===== config.mk =====
export PLATFORM = sky130hd
export DESIGN_NAME = updown_tracker
export DESIGN_NICKNAME = d
export VERILOG_FILES = /design/src/rtl/updown_tracker.sv
export SDC_FILE = /design/constraint.sdc
export NUM_CORES = 1
export LEC_CHECK = 0
export ABC_AREA = 1
export BUFFER_PORTS_ARGS = -buffer_cell sky130_fd_sc_hd__buf_2
export CAP_MARGIN = 0
export CELL_PAD_IN_SITES_DETAIL_PLACEMENT = 0
export CELL_PAD_IN_SITES_GLOBAL_PLACEMENT = 1
export CORE_MARGIN = 4
export CORE_UTILIZATION = 42
export DETAILED_ROUTE_END_ITERATION = 10
export PLACE_DENSITY = 0.85
export SETUP_SLACK_MARGIN = 0.4
export SYNTH_ARGS = -nofsm -noshare
export SYNTH_HDL_FRONTEND = slang
export SYNTH_SLANG_ARGS = --single-unit

===== constraint.sdc =====
create_clock -name clk -period 4.3 [get_ports clk]
set_clock_uncertainty 0.05 [all_clocks]
set_input_delay 0.86 -clock clk [delete_from_list [all_inputs] [get_ports clk]]
set_output_delay 0.86 -clock clk [all_outputs]
set_load 0.01 [all_outputs]

===== src/rtl/updown_tracker.sv =====
// Decodes the up/down counter's count bus into direction, wrap and load events, and flags illegal sequences.
// Optional stall detection is enabled by defining UPDOWN_TRACKER_HOLD_ERR_EN.
module updown_tracker #(
    parameter int WIDTH      = 5,
    parameter int HOLD_LIMIT = 4
) (
    input  logic             clk,
    input  logic             reset,
    input  logic             sample_valid,
    input  logic [WIDTH-1:0] count_in,
    input  logic             clear,
    output logic             dir,
    output logic             dir_valid,
    output logic             wrap,
    output logic [1:0]       load_det,
    output logic [7:0]       step_cnt,
    output logic             err
);

`ifdef UPDOWN_TRACKER_HOLD_ERR_EN
    localparam bit HOLD_ERR_EN = 1'b1;
`else
    localparam bit HOLD_ERR_EN = 1'b0;
`endif

    localparam int HW = (HOLD_LIMIT < 2) ? 1 : $clog2(HOLD_LIMIT + 1);

    typedef enum logic [2:0] {
        ST_EMPTY,
        ST_SYNC,
        ST_UP,
        ST_DOWN,
        ST_FAULT
    } state_t;

    typedef enum logic [2:0] {
        CL_UP,
        CL_DOWN,
        CL_HOLD,
        CL_RLOAD,
        CL_PLOAD,
        CL_ILLEGAL
    } class_t;

    state_t           state_reg, state_next;
    logic [WIDTH-1:0] prev_reg, prev_next;
    logic [7:0]       step_reg, step_next;
    logic             wrap_reg, wrap_next;
    logic [1:0]       load_reg, load_next;
    logic [HW-1:0]    hold_reg, hold_next;

    logic [WIDTH-1:0] delta;
    class_t           cls;
    logic [7:0]       step_inc;
    logic [HW-1:0]    hold_inc;

    // Step moves win over loads, so 1->0 is a down step and 30->31 an up step.
    always_comb begin
        delta = count_in - prev_reg;
        if (delta == WIDTH'(1))
            cls = CL_UP;
        else if (delta == '1)
            cls = CL_DOWN;
        else if (delta == '0)
            cls = CL_HOLD;
        else if (count_in == '0)
            cls = CL_RLOAD;
        else if (count_in == '1)
            cls = CL_PLOAD;
        else
            cls = CL_ILLEGAL;
    end

    assign step_inc = (step_reg == 8'hFF) ? 8'hFF : step_reg + 8'd1;
    assign hold_inc = hold_reg + HW'(1);

    // State register
    always_ff @(posedge clk or negedge reset) begin
        if (!reset) begin
            state_reg <= ST_EMPTY;
            prev_reg  <= '0;
            step_reg  <= '0;
            wrap_reg  <= 1'b0;
            load_reg  <= 2'b00;
            hold_reg  <= '0;
        end else begin
            state_reg <= state_next;
            prev_reg  <= prev_next;
            step_reg  <= step_next;
            wrap_reg  <= wrap_next;
            load_reg  <= load_next;
            hold_reg  <= hold_next;
        end
    end

    // Next-state logic
    always_comb begin
        state_next = state_reg;
        prev_next  = prev_reg;
        step_next  = step_reg;
        wrap_next  = 1'b0;
        load_next  = 2'b00;
        hold_next  = hold_reg;

        if (clear) begin
            // A sample on the clear cycle is dropped, prev included.
            state_next = ST_EMPTY;
            step_next  = '0;
            hold_next  = '0;
        end else if (sample_valid) begin
            prev_next = count_in;
            case (state_reg)
                ST_EMPTY: begin
                    state_next = ST_SYNC;
                    step_next  = '0;
                    hold_next  = '0;
                end
                ST_SYNC, ST_UP, ST_DOWN: begin
                    hold_next = '0;
                    case (cls)
                        CL_UP: begin
                            state_next = ST_UP;
                            step_next  = (state_reg == ST_UP) ? step_inc : 8'd1;
                            wrap_next  = (count_in == '0);
                        end
                        CL_DOWN: begin
                            state_next = ST_DOWN;
                            step_next  = (state_reg == ST_DOWN) ? step_inc : 8'd1;
                            wrap_next  = (count_in == '1);
                        end
                        CL_HOLD: begin
                            if (HOLD_ERR_EN && (state_reg != ST_SYNC)) begin
                                if (hold_inc == HW'(HOLD_LIMIT)) begin
                                    state_next = ST_FAULT;
                                    step_next  = '0;
                                end else begin
                                    hold_next = hold_inc;
                                end
                            end
                        end
                        CL_RLOAD: begin
                            state_next = ST_SYNC;
                            step_next  = '0;
                            load_next  = 2'b01;
                        end
                        CL_PLOAD: begin
                            state_next = ST_SYNC;
                            step_next  = '0;
                            load_next  = 2'b10;
                        end
                        default: begin
                            state_next = ST_FAULT;
                            step_next  = '0;
                        end
                    endcase
                end
                ST_FAULT: begin
                end
                default: begin
                    state_next = ST_EMPTY;
                    step_next  = '0;
                    hold_next  = '0;
                end
            endcase
        end
    end

    // Output decode from registered state
    always_comb begin
        dir       = (state_reg == ST_UP);
        dir_valid = (state_reg == ST_UP) || (state_reg == ST_DOWN);
        err       = (state_reg == ST_FAULT);
        wrap      = wrap_reg;
        load_det  = load_reg;
        step_cnt  = step_reg;
    end

endmodule


==> results.toml, run 1 <==
[min_path]
hold_path_class = "primary input to async pin"

[routing]
wl_per_cell_um = 11.6
drt-pass1-iter-count = 4
via_count = 1227
drt_drc_violations_left = 0
avgViaCountPerCell = 4.95
first_iter_violations = 72
postRouteAntennaNets = 0
drt-total-wl_um = 2880

[placement]
post_dp_cell_area_um2 = 1460
post-place-cells = 244
io_buffer_count = 22
finalWeightedCongestion = 0.934
dp_worst_setup_slack_ps = 1260
post-dp-hpwl_um = 2240

[sta]
setup_viol = 0
rsz0062_at_grt = "no"
maxSlewViolCount = 0
fin_setup_tns_ps = 0
finalWorstPathRequiredPeriod_ps = 2690
setup_slack_ps = 1610
worstMarginPinSlew_ps = 414
hold_violations = 0
max-slew-margin-rel_pct = 72.4
fmax_mhz = 372
timing.final.crit_share_pct = 62.5

[synthesis]
synth_common_cells = "sky130_fd_sc_hd__nand2_1, sky130_fd_sc_hd__inv_1, sky130_fd_sc_hd__dfrtp_1, sky130_fd_sc_hd__nand3_1, sky130_fd_sc_hd__nor2_1"
syn-num-nets = 195
netlist_area_um2 = 1310
synth_enable_flop_cells = 0
yosys_warnings = 0
post_synth.cell_area_avg_um2 = 7.28
yosysMostFrequentCell = "sky130_fd_sc_hd__nand2_1"
synth_ff_type = "sky130_fd_sc_hd__dfrtp_1"
postSynthCellCount = 180
synth_top_area_share_pct = 36.3
synth_async_sr_flop_share_pct = 100
postSynthRegisterBits = 19
seq_area_frac_synth_pct = 36.3
synthDominantAreaCellType = "sky130_fd_sc_hd__dfrtp_1"
synth.area.top_cells = "sky130_fd_sc_hd__dfrtp_1, sky130_fd_sc_hd__nand2_1, sky130_fd_sc_hd__inv_1"
yosys.cell_types.count = 31

[clock_tree]
hold_buffers = 0
htreeDepth = 1
cts-root-buf = "sky130_fd_sc_hd__clkbuf_4"
clock-sinks = 19
ctsLongestPathBuffers = 2
tritoncts_clock_tree = "done"
post-cts-setup-buffers = 0
clock_insertion_delay_worst_skew_ps = 300
clkSlewWorstSetupHoldPaths_ps = 110
post_cts_resize_count = 0
cts-buffers-inserted = 3

[worst_setup_path]
setup.worst_path.end_class = "register"
worst-endpoint-arrival_ps = 2840
startpoint_type = "primary input"
crit_fanout = 5
timing.critical_path.required_ps = 4450
worst_setup_path_class = "primary input to register"

[global_routing]
grt.overflow.total = 0
vias_in_the_first_global_route = 1221
grt_max_degree = 20
grt_pass1_wl_um = 5150
grt_antenna_before_repair = 0
global_route.usage.total_pct = 15.4

[floorplan]
chipWidth_um = 63.9
floorplan.initialDensity_pct = 43.3
die_area_um2 = 4080
die_height_um = 63.9
core.rowCount = 20
design.core.area_um2 = 3030
boundaryPins = 23

[layout]
antenna_cell_count = 0
nets = 220
final_area_um2 = 1490
drive_above_1_share_pct = 19.6
finish.cell_count_without_fillers = 248
flip_flop_count_of_the_largest_register_all_copies_and_words_added = 8
postLayoutCoreUtil_pct = 49.1
areaGrowthSynthToFinish_pct = 13.4

[power_and_ir_drop]
power.density_cell_area_nw_per_um2 = 290
static-leakage-power_nw = 0.797
ir_drop_mv = 0.184

[run]
maxCapViolCount = 0

[outcome]
outcome = "complete, no violations"
## path summary, 6_finish.rpt
path | cells past startpoint | start | slack (ps) | end
max in group asynchronous | 1 | reset | 3480 | step_cnt[3]$_DFFE_PN0P_
min in group clk | 2 | prev_reg[0]$_DFFE_PN0P_ | 460 | prev_reg[0]$_DFFE_PN0P_
setup / recovery | 13 | count_in[0] | 1610 | load_det[0]$_DFF_PN0_
hold reg to reg | 2 | prev_reg[0]$_DFFE_PN0P_ | 460 | prev_reg[0]$_DFFE_PN0P_
setup reg to reg | 11 | prev_reg[0]$_DFFE_PN0P_ | 2020 | load_det[0]$_DFF_PN0_
hold / removal | 1 | reset | 420 | load_det[1]$_DFF_PN0_
## metrics by stage
stage	hold WS (ps)	power, W
detailed placement	432	0.000342
floorplan	403	0.000308
finish	419	0.000432
global placement	431	0.000340
global route	442	0.000463
CTS	430	0.000432
## cell families (layout without fill, tap and decap cells)
group / count (synthesis) / after routing / share of synthesized area, %
buffers and inverters: 30 / 54 / 9.26
AO/OA/AOI/OAI: 25 / 25 / 11.7
adder cells (fa/ha/maj): 6 / 6 / 6.30
AND/OR/NAND/NOR: 97 / 97 / 34.4
flip-flops: 19 / 19 / 36.3
XOR/XNOR: 3 / 3 / 2.00
## cell usage in the layout, fill, tap and decap left out, types with 2 or more instances in the layout
cell type and instances:
sky130_fd_sc_hd__nand2_1 46, sky130_fd_sc_hd__inv_1 25, sky130_fd_sc_hd__buf_2 22, sky130_fd_sc_hd__dfrtp_1 19
sky130_fd_sc_hd__nand3_1 15, sky130_fd_sc_hd__nor2_1 12, sky130_fd_sc_hd__a21oi_1 8, sky130_fd_sc_hd__o21ai_0 7
sky130_fd_sc_hd__nand4_1 6, sky130_fd_sc_hd__o21ai_1 5, sky130_fd_sc_hd__ha_1 5, sky130_fd_sc_hd__nor3_1 4
sky130_fd_sc_hd__inv_2 3, sky130_fd_sc_hd__nor2_2 3, sky130_fd_sc_hd__o21ai_2 3, sky130_fd_sc_hd__clkbuf_4 3
sky130_fd_sc_hd__nand2_2 2, sky130_fd_sc_hd__xor2_1 2
## final cells by class
cell class              count  area [um^2]
clock buffers               4         26.3
fillers                   302         1540
repair buffers             22          110
inverters                  28          105
flip-flops and latches     19          475
multi-input cells         131          714
well taps                  44         55.1
## report_power, final
group	internal (W)	switching, W
registers	0.000192	0.00000971
logic	0.0000452	0.0000929
clock network	0.0000362	0.0000562
## metal layers
metal / global-route usage (%) / share of wire [%]
met5: 0 / 0
met4: 4.04 / 1.3
met3: 4.39 / 4.4
met2: 25.3 / 45
met1: 19.8 / 50
## critical path, cell delays in order
cell and delay [ps]:
sky130_fd_sc_hd__buf_2 90, sky130_fd_sc_hd__inv_1 100, sky130_fd_sc_hd__ha_1 150, sky130_fd_sc_hd__inv_1 50
sky130_fd_sc_hd__fa_1 400, sky130_fd_sc_hd__xnor2_1 310, sky130_fd_sc_hd__or2_0 170, sky130_fd_sc_hd__nor2_2 50
sky130_fd_sc_hd__nand2_2 110, sky130_fd_sc_hd__inv_2 50, sky130_fd_sc_hd__nor2_2 130, sky130_fd_sc_hd__inv_1 90
sky130_fd_sc_hd__nor4_1 250
(Power assumes the default switching activity.)
==> run 2: changes to the inputs <==
--- a/config.mk
+++ b/config.mk
@@ -11,9 +11,9 @@
 export CELL_PAD_IN_SITES_DETAIL_PLACEMENT = 0
 export CELL_PAD_IN_SITES_GLOBAL_PLACEMENT = 1
 export CORE_MARGIN = 4
-export CORE_UTILIZATION = 42
+export CORE_UTILIZATION = 39
 export DETAILED_ROUTE_END_ITERATION = 10
-export PLACE_DENSITY = 0.85
+export PLACE_DENSITY = 0.8
 export SETUP_SLACK_MARGIN = 0.4
 export SYNTH_ARGS = -nofsm -noshare
 export SYNTH_HDL_FRONTEND = slang
==> constraint.sdc (replaced) <==
create_clock -name clk -period 2.59 [get_ports clk]
set_clock_uncertainty 0.05 [all_clocks]
set_input_delay 0.518 -clock clk [delete_from_list [all_inputs] [get_ports clk]]
set_output_delay 0.518 -clock clk [all_outputs]
set_load 0.01 [all_outputs]
==> results.toml, run 2 (synthesis results as in run 1) <==
[sta]
maxSlewViolCount = 0
fin_setup_tns_ps = 0
fmax_mhz = 448
max-slew-margin-rel_pct = 70.9
worstMarginPinSlew_ps = 437
setup_slack_ps = 359
finalWorstPathRequiredPeriod_ps = 2230
hold_violations = 0
timing.final.crit_share_pct = 86.1
setup_viol = 0
rsz0062_at_grt = "yes"

[global_routing]
grt_pass1_wl_um = 5320
grt_max_degree = 20
global_route.usage.total_pct = 15.6
vias_in_the_first_global_route = 1183
grt_antenna_before_repair = 0
grt.overflow.total = 0

[power_and_ir_drop]
static-leakage-power_nw = 0.841
ir_drop_mv = 0.306
power.net_switching_w = 0.000290
sw_frac_of_total_pct = 37.7
power.share.combinational_pct = 36.3
power.density_cell_area_nw_per_um2 = 478
seqPwrFrac_pct = 43.4
pwr-share-clk_pct = 20.2
internal_power_w = 0.000480

[worst_setup_path]
worst_setup_path_class = "register to register"
setup.worst_path.end_class = "register"
startpoint_type = "register"
worst-endpoint-arrival_ps = 2420
rr_startpoint = "prev_reg[0]$_DFFE_PN0P_"
crit_fanout = 7
startpoint = "prev_reg[0]$_DFFE_PN0P_"
timing.critical_path.required_ps = 2780

[placement]
post_dp_cell_area_um2 = 1520
post-place-cells = 245
finalWeightedCongestion = 0.783
dp_worst_setup_slack_ps = -46.8
io_buffer_count = 22
post-dp-hpwl_um = 2380

[routing]
drt-total-wl_um = 3080
first_iter_violations = 73
drt_drc_violations_left = 0
drt-pass1-iter-count = 4
postRouteAntennaNets = 0
wl_per_cell_um = 12.1
via_count = 1273
avgViaCountPerCell = 5.01

[layout]
drive_above_1_share_pct = 28.6
finish.cell_count_without_fillers = 254
layout.cells.most_common = "sky130_fd_sc_hd__nand2_1"
flip_flop_count_of_the_largest_register_all_copies_and_words_added = 8
areaGrowthSynthToFinish_pct = 22.8
postLayoutCoreUtil_pct = 51.5
antenna_cell_count = 0
layout.cells.most_common_list = "sky130_fd_sc_hd__nand2_1, sky130_fd_sc_hd__inv_1, sky130_fd_sc_hd__buf_2"
filler_cell_count = 318
nets = 226
final_area_um2 = 1610

[floorplan]
chipWidth_um = 66.0
core.rowCount = 20
design.core.area_um2 = 3130
die_height_um = 66.0
boundaryPins = 23
die_area_um2 = 4350
floorplan.initialDensity_pct = 41.9

[outcome]
outcome = "complete, no violations"

[clock_tree]
cts-root-buf = "sky130_fd_sc_hd__clkbuf_4"
clock-sinks = 19
ctsLongestPathBuffers = 2
hold_buffers = 0
clock_insertion_delay_worst_skew_ps = 300
cts-buffers-inserted = 3
clkSlewWorstSetupHoldPaths_ps = 120
tritoncts_clock_tree = "done"
htreeDepth = 1

[min_path]
hold_path_class = "primary input to async pin"

[run]
maxCapViolCount = 0
-- run 2: changes by cell type in the layout (fill, tap and decap cells not counted), moves of 2 or more --
cell	change
sky130_fd_sc_hd__nor2_1	-3
sky130_fd_sc_hd__inv_1	-2
sky130_fd_sc_hd__buf_4	+7
sky130_fd_sc_hd__nand3_1	-4
sky130_fd_sc_hd__nand3_2	+4
sky130_fd_sc_hd__nor2_2	+3
-- run 2: power groups by stage --
| stage | sequential [W] | clock, W | combinational (W) |
|---|---|---|---|
| 2_1_floorplan | 0.000338 | 0 | 0.000187 |
| 3_3_place_gp | 0.000340 | 0 | 0.000244 |
| 3_5_place_dp | 0.000340 | 0 | 0.000248 |
| 4_1_cts | 0.000335 | 0.000161 | 0.000266 |
| 5_1_grt | 0.000337 | 0.000177 | 0.000311 |
| 6_report | 0.000334 | 0.000156 | 0.000280 |
-- run 2: path summary, 6_finish.rpt --
check                                      endpoint  slack [ps]  depth (start not counted)
max                         step_cnt[6]$_DFFE_PN0P_         360                         10
min reg2reg                 prev_reg[2]$_DFFE_PN0P_         460                          2
max in group asynchronous   step_cnt[0]$_DFFE_PN0P_        2100                          1
min in group clk           state_reg[0]$_DFFE_PN0P_         420                          4
min                           load_det[1]$_DFF_PN0_          90                          1
max reg2reg                 step_cnt[6]$_DFFE_PN0P_         360                         10
-- run 2: repair_timing --
item / CTS / global route
endpoints found under the hold margin: 0 / 0
gates resized for setup: 4 / 4
setup endpoints to repair: 11 / 13
buffers inserted: 3 / 2
pin swaps: 7 / 8
-- run 2: metal layers --
metal / GRT usage (%) / up-vias / wire (um)
li1: - / 652 / -
met1: 20.5 / 584 / 1510
met2: 25.9 / 35 / 1410
met3: 4.59 / 2 / 149
met4: 2.54 / 0 / 12
met5: 0 / - / 0
-- run 2: through the flow --
stage	power, W	hold WS [ps]
2_1_floorplan	0.000526	172
3_3_place_gp	0.000584	425
3_5_place_dp	0.000588	438
4_1_cts	0.000761	95.7
5_1_grt	0.000825	99.3
6_report	0.000770	88.3
-- run 2: final cells by class --
cell class,instances,area [um^2],share of cell area [%]
flip-flops and latches,19,475,29.5
clock buffers,3,22.5,1.40
well taps,44,55.1,3.42
clock inverters,1,5.00,0.311
repair buffers,28,158,9.79
multi-input cells,131,771,47.9
inverters,28,124,7.69
-- run 2: worst max-delay path, stage by stage, from the launching register on --
cell and delay (ps):
sky130_fd_sc_hd__dfrtp_1 400, sky130_fd_sc_hd__ha_4 140, sky130_fd_sc_hd__inv_2 30, sky130_fd_sc_hd__fa_2 520, sky130_fd_sc_hd__nand2_1 50, sky130_fd_sc_hd__or2_1 220
sky130_fd_sc_hd__nor2_2 110, sky130_fd_sc_hd__nand2_2 100, sky130_fd_sc_hd__o22ai_4 290, sky130_fd_sc_hd__nand4_2 120, sky130_fd_sc_hd__o21ai_2 120
